## src/rtl/data_readout_framer_if.sv

```systemverilog
// ----------------------------------------------------------------------------
// data_readout_framer_if
//
// Purpose: bundles the two byte handshakes around the readout framer.
//   Storage side (byte FIFO):  data_ready_to_send, data_in, data_valid, read_enable
//   Transmit side (UART TX):   tx_data, tx_start, tx_busy
//
// Modports:
//   master - the framer: consumes storage bytes, drives the transmitter
//   slave  - the environment: storage FIFO and UART transmitter
// ----------------------------------------------------------------------------
interface data_readout_framer_if;
    logic       data_ready_to_send;  // storage FIFO non-empty
    logic [7:0] data_in;             // storage byte output
    logic       data_valid;          // data_in valid this cycle
    logic       read_enable;         // one-cycle read request to storage
    logic [7:0] tx_data;             // byte to the transmitter
    logic       tx_start;            // one-cycle start pulse, tx_data valid with it
    logic       tx_busy;             // transmitter is shifting a byte

    modport master (
        input  data_ready_to_send,
        input  data_in,
        input  data_valid,
        input  tx_busy,
        output read_enable,
        output tx_data,
        output tx_start
    );

    modport slave (
        output data_ready_to_send,
        output data_in,
        output data_valid,
        output tx_busy,
        input  read_enable,
        input  tx_data,
        input  tx_start
    );
endinterface

```

## src/rtl/data_readout_framer.sv

```systemverilog
// ----------------------------------------------------------------------------
// data_readout_framer
//
// Purpose: pulls sample bytes from the storage byte FIFO and sends them to the
// UART transmitter wrapped in a frame:
//   HEADER_BYTE, payload (1..MAX_PAYLOAD bytes or empty), count[15:8],
//   count[7:0], and optionally a checksum byte making payload+checksum == 0
//   mod 256.
//
// Build option: define READOUT_CHECKSUM_EN to append the checksum byte.
// Without it there is no SUM state and no running-sum register.
//
// Parameters:
//   HEADER_BYTE   - first byte of every frame
//   MAX_PAYLOAD   - payload bytes per frame, 1..65535
//   VALID_TIMEOUT - cycles to wait for data_valid after a read request (>= 1)
//
// Ports:
//   i_clock        - single clock
//   i_reset        - synchronous, active-high reset
//   i_enable       - permits new frames, sampled only in IDLE
//   io_bus         - storage and transmitter handshakes (master modport)
//   o_busy         - high in every state except IDLE
//   o_timeout      - sticky: a read request got no data_valid; cleared at header
//   o_frame_count  - completed frames, wraps at 16 bits
// All outputs are registered.
// ----------------------------------------------------------------------------
module data_readout_framer #(
    parameter logic [7:0]  HEADER_BYTE   = 8'hA5,
    parameter int unsigned MAX_PAYLOAD   = 1024,
    parameter int unsigned VALID_TIMEOUT = 4
) (
    input  logic                         i_clock,
    input  logic                         i_reset,
    input  logic                         i_enable,
    data_readout_framer_if.master        io_bus,
    output logic                         o_busy,
    output logic                         o_timeout,
    output logic [15:0]                  o_frame_count
);

    localparam logic [15:0] LP_MAX_PAYLOAD   = 16'(MAX_PAYLOAD);
    localparam logic [15:0] LP_VALID_TIMEOUT = 16'(VALID_TIMEOUT);

    typedef enum logic [3:0] {
        ST_IDLE   = 4'd0,
        ST_HDR    = 4'd1,
        ST_REQ    = 4'd2,
        ST_WAITV  = 4'd3,
        ST_PAY    = 4'd4,
        ST_LENH   = 4'd5,
        ST_LENL   = 4'd6,
`ifdef READOUT_CHECKSUM_EN
        ST_SUM    = 4'd7,
`endif
        ST_TXWAIT = 4'd8
    } state_t;

`ifdef READOUT_CHECKSUM_EN
    // Byte that brings the payload sum to zero mod 256.
    function automatic logic [7:0] f_checksum(input logic [7:0] sum);
        return 8'd0 - sum;
    endfunction
`endif

    state_t      r_state;
    state_t      r_ret_state;      // where TXWAIT returns once the byte is gone
    state_t      w_state_nxt;
    state_t      w_ret_nxt;

    logic        r_txw_first;      // first TXWAIT cycle: tx_busy not yet meaningful
    logic [15:0] r_timer;          // cycles spent in WAITV
    logic [15:0] r_count;          // payload bytes in the current frame
    logic [7:0]  r_byte;           // captured payload byte awaiting PAY
`ifdef READOUT_CHECKSUM_EN
    logic [7:0]  r_sum;            // running payload sum mod 256
`endif

    logic        r_read_enable;
    logic        r_tx_start;
    logic [7:0]  r_tx_data;
    logic        r_busy;
    logic        r_timeout;
    logic [15:0] r_frame_count;

    logic        w_read_enable_nxt;
    logic        w_tx_start_nxt;
    logic [7:0]  w_tx_data_nxt;

    logic        w_read_ok;
    logic        w_in_window;
    logic        w_capture;
    logic        w_expire;
    logic        w_txw_leave;
    logic        w_frame_done;

    // The read lands one cycle after the request, so the WAITV cycle holding
    // the visible read_enable (timer 0) is outside the acceptance window.
    assign w_read_ok    = io_bus.data_ready_to_send && (r_count < LP_MAX_PAYLOAD);
    assign w_in_window  = (r_state == ST_WAITV) && (r_timer != 16'd0);
    assign w_capture    = w_in_window && io_bus.data_valid;
    assign w_expire     = (r_state == ST_WAITV) && !w_capture && (r_timer >= LP_VALID_TIMEOUT);
    assign w_txw_leave  = (r_state == ST_TXWAIT) && !r_txw_first && !io_bus.tx_busy;
    assign w_frame_done = w_txw_leave && (r_ret_state == ST_IDLE);

    assign io_bus.read_enable = r_read_enable;
    assign io_bus.tx_start    = r_tx_start;
    assign io_bus.tx_data     = r_tx_data;
    assign o_busy             = r_busy;
    assign o_timeout          = r_timeout;
    assign o_frame_count      = r_frame_count;

    // State and return-state registers.
    always_ff @(posedge i_clock) begin
        if (i_reset) begin
            r_state     <= ST_IDLE;
            r_ret_state <= ST_IDLE;
        end else begin
            r_state     <= w_state_nxt;
            r_ret_state <= w_ret_nxt;
        end
    end

    // Next-state decode.
    always_comb begin
        w_state_nxt = r_state;
        w_ret_nxt   = r_ret_state;
        case (r_state)
            ST_IDLE: begin
                if (i_enable && io_bus.data_ready_to_send) begin
                    w_state_nxt = ST_HDR;
                end else begin
                    w_state_nxt = ST_IDLE;
                end
            end
            ST_HDR: begin
                w_state_nxt = ST_TXWAIT;
                w_ret_nxt   = ST_REQ;
            end
            ST_REQ: begin
                if (w_read_ok) begin
                    w_state_nxt = ST_WAITV;
                end else begin
                    w_state_nxt = ST_LENH;
                end
            end
            ST_WAITV: begin
                if (w_capture) begin
                    w_state_nxt = ST_PAY;
                end else if (w_expire) begin
                    w_state_nxt = ST_LENH;
                end else begin
                    w_state_nxt = ST_WAITV;
                end
            end
            ST_PAY: begin
                w_state_nxt = ST_TXWAIT;
                w_ret_nxt   = ST_REQ;
            end
            ST_LENH: begin
                w_state_nxt = ST_TXWAIT;
                w_ret_nxt   = ST_LENL;
            end
            ST_LENL: begin
                w_state_nxt = ST_TXWAIT;
`ifdef READOUT_CHECKSUM_EN
                w_ret_nxt   = ST_SUM;
`else
                w_ret_nxt   = ST_IDLE;
`endif
            end
`ifdef READOUT_CHECKSUM_EN
            ST_SUM: begin
                w_state_nxt = ST_TXWAIT;
                w_ret_nxt   = ST_IDLE;
            end
`endif
            ST_TXWAIT: begin
                if (w_txw_leave) begin
                    w_state_nxt = r_ret_state;
                end else begin
                    w_state_nxt = ST_TXWAIT;
                end
            end
            default: begin
                w_state_nxt = ST_IDLE;
                w_ret_nxt   = ST_IDLE;
            end
        endcase
    end

    // Output decode: next values of the registered handshake outputs.
    always_comb begin
        w_read_enable_nxt = 1'b0;
        w_tx_start_nxt    = 1'b0;
        w_tx_data_nxt     = r_tx_data;
        case (r_state)
            ST_HDR: begin
                w_tx_start_nxt = 1'b1;
                w_tx_data_nxt  = HEADER_BYTE;
            end
            ST_REQ: begin
                w_read_enable_nxt = w_read_ok;
            end
            ST_PAY: begin
                w_tx_start_nxt = 1'b1;
                w_tx_data_nxt  = r_byte;
            end
            ST_LENH: begin
                w_tx_start_nxt = 1'b1;
                w_tx_data_nxt  = r_count[15:8];
            end
            ST_LENL: begin
                w_tx_start_nxt = 1'b1;
                w_tx_data_nxt  = r_count[7:0];
            end
`ifdef READOUT_CHECKSUM_EN
            ST_SUM: begin
                w_tx_start_nxt = 1'b1;
                w_tx_data_nxt  = f_checksum(r_sum);
            end
`endif
            default: begin
                w_read_enable_nxt = 1'b0;
                w_tx_start_nxt    = 1'b0;
                w_tx_data_nxt     = r_tx_data;
            end
        endcase
    end

    // Registered outputs; every start is followed by TXWAIT, so the start
    // pulse also marks TXWAIT's mandatory first cycle.
    always_ff @(posedge i_clock) begin
        if (i_reset) begin
            r_read_enable <= 1'b0;
            r_tx_start    <= 1'b0;
            r_tx_data     <= 8'h00;
            r_busy        <= 1'b0;
            r_txw_first   <= 1'b0;
        end else begin
            r_read_enable <= w_read_enable_nxt;
            r_tx_start    <= w_tx_start_nxt;
            r_tx_data     <= w_tx_data_nxt;
            r_busy        <= (w_state_nxt != ST_IDLE);
            r_txw_first   <= w_tx_start_nxt;
        end
    end

    // Payload datapath, timeout flag and frame counter.
    always_ff @(posedge i_clock) begin
        if (i_reset) begin
            r_timer       <= 16'd0;
            r_count       <= 16'd0;
            r_byte        <= 8'h00;
            r_timeout     <= 1'b0;
            r_frame_count <= 16'd0;
        end else begin
            if (r_state == ST_WAITV) begin
                r_timer <= r_timer + 16'd1;
            end else begin
                r_timer <= 16'd0;
            end

            if (r_state == ST_HDR) begin
                r_count   <= 16'd0;
                r_timeout <= 1'b0;
            end else if (w_capture) begin
                r_count   <= r_count + 16'd1;
                r_byte    <= io_bus.data_in;
            end else if (w_expire) begin
                r_timeout <= 1'b1;
            end

            if (w_frame_done) begin
                r_frame_count <= r_frame_count + 16'd1;
            end
        end
    end

`ifdef READOUT_CHECKSUM_EN
    // Running payload sum for the checksum byte.
    always_ff @(posedge i_clock) begin
        if (i_reset) begin
            r_sum <= 8'h00;
        end else if (r_state == ST_HDR) begin
            r_sum <= 8'h00;
        end else if (w_capture) begin
            r_sum <= r_sum + io_bus.data_in;
        end
    end
`endif

endmodule

```

## src/flat_wrapper.sv

```systemverilog
// flat-port wrapper written by rule: the top's interface ports become plain ports
module data_readout_framer_flat 
#(
    parameter logic [7:0]  HEADER_BYTE   = 8'hA5,
    parameter int unsigned MAX_PAYLOAD   = 1024,
    parameter int unsigned VALID_TIMEOUT = 4
)
  (i_clock, i_reset, i_enable, o_busy, o_timeout, o_frame_count, io_bus_data_ready_to_send, io_bus_data_in, io_bus_data_valid, io_bus_tx_busy, io_bus_read_enable, io_bus_tx_data, io_bus_tx_start);
  data_readout_framer_if io_bus_i ();
  input  logic i_clock;
  input  logic i_reset;
  input  logic i_enable;
  output logic o_busy;
  output logic o_timeout;
  output logic [15:0] o_frame_count;
  input wire logic [$bits(io_bus_i.data_ready_to_send)-1:0] io_bus_data_ready_to_send;
  input wire logic [$bits(io_bus_i.data_in)-1:0] io_bus_data_in;
  input wire logic [$bits(io_bus_i.data_valid)-1:0] io_bus_data_valid;
  input wire logic [$bits(io_bus_i.tx_busy)-1:0] io_bus_tx_busy;
  output wire logic [$bits(io_bus_i.read_enable)-1:0] io_bus_read_enable;
  output wire logic [$bits(io_bus_i.tx_data)-1:0] io_bus_tx_data;
  output wire logic [$bits(io_bus_i.tx_start)-1:0] io_bus_tx_start;
  assign io_bus_i.data_ready_to_send = io_bus_data_ready_to_send;
  assign io_bus_i.data_in = io_bus_data_in;
  assign io_bus_i.data_valid = io_bus_data_valid;
  assign io_bus_i.tx_busy = io_bus_tx_busy;
  assign io_bus_read_enable = io_bus_i.read_enable;
  assign io_bus_tx_data = io_bus_i.tx_data;
  assign io_bus_tx_start = io_bus_i.tx_start;
  data_readout_framer #(.HEADER_BYTE(HEADER_BYTE), .MAX_PAYLOAD(MAX_PAYLOAD), .VALID_TIMEOUT(VALID_TIMEOUT)) u_core (.i_clock(i_clock), .i_reset(i_reset), .i_enable(i_enable), .io_bus(io_bus_i), .o_busy(o_busy), .o_timeout(o_timeout), .o_frame_count(o_frame_count));
endmodule
```

## config.mk

```make
export PLATFORM = sky130hd
export DESIGN_NAME = data_readout_framer_flat
export DESIGN_NICKNAME = d
export VERILOG_FILES = /design/src/rtl/data_readout_framer_if.sv /design/src/rtl/data_readout_framer.sv /design/src/flat_wrapper.sv
export SDC_FILE = /design/constraint.sdc
export NUM_CORES = 1
export LEC_CHECK = 0
export CORE_ASPECT_RATIO = 1.2
export CORE_MARGIN = 3
export CORE_UTILIZATION = 30
export CTS_CLUSTER_SIZE = 20
export DETAILED_ROUTE_END_ITERATION = 10
export GPL_TIMING_DRIVEN = 1
export SLEW_MARGIN = 5
export SYNTH_ARGS = -nofsm -noshare
export SYNTH_HDL_FRONTEND = slang
export SYNTH_SLANG_ARGS = --single-unit
```

## constraint.sdc

```tcl
create_clock -name i_clock -period 3.7 [get_ports i_clock]
set_clock_uncertainty 0.2 [all_clocks]
set_input_delay 0.74 -clock i_clock [delete_from_list [all_inputs] [get_ports i_clock]]
set_output_delay 0.74 -clock i_clock [all_outputs]
set_load 0.01 [all_outputs]
```

==> impl_metrics.ini <==
[critical_path]
r2r_cells = 6
crit_path_max_fanout = 12
worstSetupPathType = input port to register
start_kind = input port
r2r-start = u_core.r_timer[13]$_SDFF_PP0_
r2r-end = u_core.o_busy$_SDFF_PP0_
arrival_ps = 2740
end_kind = register
rrSetupSlack_ps = 1020
cp.required_ps = 3760

[sta]
max_clock_freq_mhz = 374
fin_ws_ps = 1020
final-setup-viol-count = 0
fin_setup_tns_ps = 0
fin_crit_sh_pct = 72.3
fin_crit_ps = 2680
slew-limit-headroom_pct = 46.1
drv_slew = 0
grt_setup_unrepaired = no
final_hold_viol_count = 0
tightestPinTransition_ps = 808

[synthesis]
synth_cell_types = 44
synthCells = 410
synth_edf_count = 0
synthArstFlopShare_pct = 0
syn-num-nets = 428
synth_flop_cell = dfxtp_1
synthesis.area_um2 = 3420
yosysSeqAreaShare_pct = 43.3
synth.top_cell.area_share_pct = 43.3
ys_seq_elements = 74
ys_top_cells_by_area = dfxtp_1, nor2_1, nand2_1
yosys.area.top_type = dfxtp_1
syn_avg_cell_area_um2 = 8.35
ys_warn_count = 0

[route]
drtAntennaViolNets = 0
drtIter0Drc = 168
dr_total_vias = 2981
drt_pass1_iterations = 5
drcViolationCount = 0
drt-total-wl_mm = 8.32
wl_per_cell_um = 13.8
vias_per_cell = 4.94

[power]
powerDensity_nw_per_um2 = 426
pwr-share-clk_pct = 52.4
swShare_pct = 20.1
seqPwrFrac_pct = 44.4
p_leak_nw = 1.40
ir_worst_vdd_v = 0.000179
combPwrFrac_pct = 3.3
p_sw_uw = 368
internal-power_mw = 1.46

[finish]
final_nets = 462
layout_common_cells = dfxtp_1, nor2_1, clkdlybuf4s50_1
final_util_pct = 38.6
n_antenna_cell = 0
fill_cells = 1132
syn2layout_area_growth_pct = 25.2
final_common_cell = dfxtp_1
final_layout_size_suffix_gt1_share_pct = 6.68

[cts]
htree_levels = 3
cts_tree = yes
clockBufferDepth = 2
postCtsHoldBufs = 0
clk_latency_ps = 330
cts_resized = 0
post_cts_buffers = 0
clk_pin_slew_worst_paths_ps = 60
cts_root_buf = clkbuf_16
numClockSinks = 74
cts_buffers = 9

[placed_design]
dpl.hpwl_mm = 5.95
dp_worst_setup_slack_ps = 671
port_buffers = 41
place.gp.congestion = 0.887

[min_path]
hold_start = u_core.r_byte[5]$_SDFFE_PP0P_
hold_end = u_core.r_byte[5]$_SDFFE_PP0P_
hold_path_depth = 2
hp-class = register to register

[die]
die_w_um = 103
initial_utilization_pct = 30.9
num_rows = 42
die_h_um = 123
core-area_um2 = 11100
dieArea_um2 = 12700
pin_count = 42

[grt]
antenna_found_initial = 0
grt_pass1_wl_mm = 13.7
grt_max_degree = 40
grt_pass1_vias = 2875
grt_overflow = 0
track_usage_pct = 13.7

[flow_run]
maxCapViolCount = 0

[run_status]
status = finished clean
## synthesized netlist by cell type (10+ instances only)
library cell / number
o21ai_0: 12
clkbuf_1: 11
a21oi_1: 29
nand4_1: 13
and3_1: 10
dfxtp_1: 74
xor2_1: 15
nand2_1: 40
xnor2_1: 16
nand3_1: 17
inv_1: 13
nor2_1: 59
## per-stage QoR
stage	instance area, um2	hold slack [ps]	power (mW)	std cells
final	4280	256	1.83	603
after global routing	4280	279	1.89	603
after CTS	4280	256	1.85	603
after detailed placement	3950	248	0.888	587
after global placement	3950	240	0.887	587
after floorplan	3420	225	0.856	410
## power by group through the flow
stage	Clock, mW	Sequential, mW	Combinational, mW
6_report	0.957	0.811	0.0597
3_3_place_gp	0	0.828	0.0590
3_5_place_dp	0	0.828	0.0598
2_1_floorplan	0	0.825	0.0311
4_1_cts	0.980	0.811	0.0602
5_1_grt	1.01	0.811	0.0660
## critical path: stages
cell             delay [ps]
clkdlybuf4s50_1         430
nor4_1                  370
and3_1                  530
nand4_1                 200
or3_1                   330
a21oi_1                 130
## worst max-delay path by stage
stage | start | endpoint | depth (start not counted)
after global placement | io_bus_tx_busy | u_core.o_frame_count[14]$_SDFFE_PP0P_ | 6
after CTS | io_bus_tx_busy | u_core.o_frame_count[14]$_SDFFE_PP0P_ | 6
after floorplan | io_bus_data_ready_to_send | u_core.o_busy$_SDFF_PP0_ | 4
after global routing | io_bus_tx_busy | u_core.o_frame_count[14]$_SDFFE_PP0P_ | 6
final | io_bus_tx_busy | u_core.o_frame_count[14]$_SDFFE_PP0P_ | 6
after detailed placement | io_bus_tx_busy | u_core.o_frame_count[14]$_SDFFE_PP0P_ | 6
## per-layer routing
metal / up-vias / part of all wire, % / GRT usage (%)
met5: - / 0 / 0
met2: 60 / 47 / 21.3
li1: 1511 / - / -
met4: 0 / 2.0 / 6.23
met3: 12 / 4.3 / 3.50
met1: 1398 / 47 / 17.7
## sequential cells by signal (all words and copies together), names as in the netlist
| signal | flops |
|---|---|
| u_core.io_bus.read_enable | 1 |
| u_core.r_timer | 16 |
| u_core.r_byte | 8 |
| u_core.r_state | 4 |
| u_core.o_timeout | 1 |
| u_core.o_busy | 1 |
| u_core.r_ret_state | 2 |
| u_core.o_frame_count | 16 |
| u_core.r_count | 16 |
| u_core.r_txw_first | 1 |
| u_core.io_bus.tx_data | 8 |
## logic make-up (layout without fill, tap and decap cells)
logic type	count (synthesis)	in the layout	share of synthesized area (%)
XOR/XNOR	31	31	7.93
adder cells (fa/ha/maj)	4	4	1.46
buffers and inverters	33	72	3.95
AND/OR/NAND/NOR	184	184	26.5
flip-flops	74	74	43.3
multiplexers	9	9	2.78
AO/OA/AOI/OAI	75	75	14.0
## area by class of cell
type	count	area, um2	area share, %
Multi-Input combinational cell	303	1810	42.1
Sequential cell	74	1480	34.6
Timing Repair Buffer	43	425	9.93
Clock buffer	12	256	5.99
Tap cell	154	193	4.50
Clock inverter	4	73.8	1.72
Inverter	13	48.8	1.14
(Power assumes the default switching activity.)
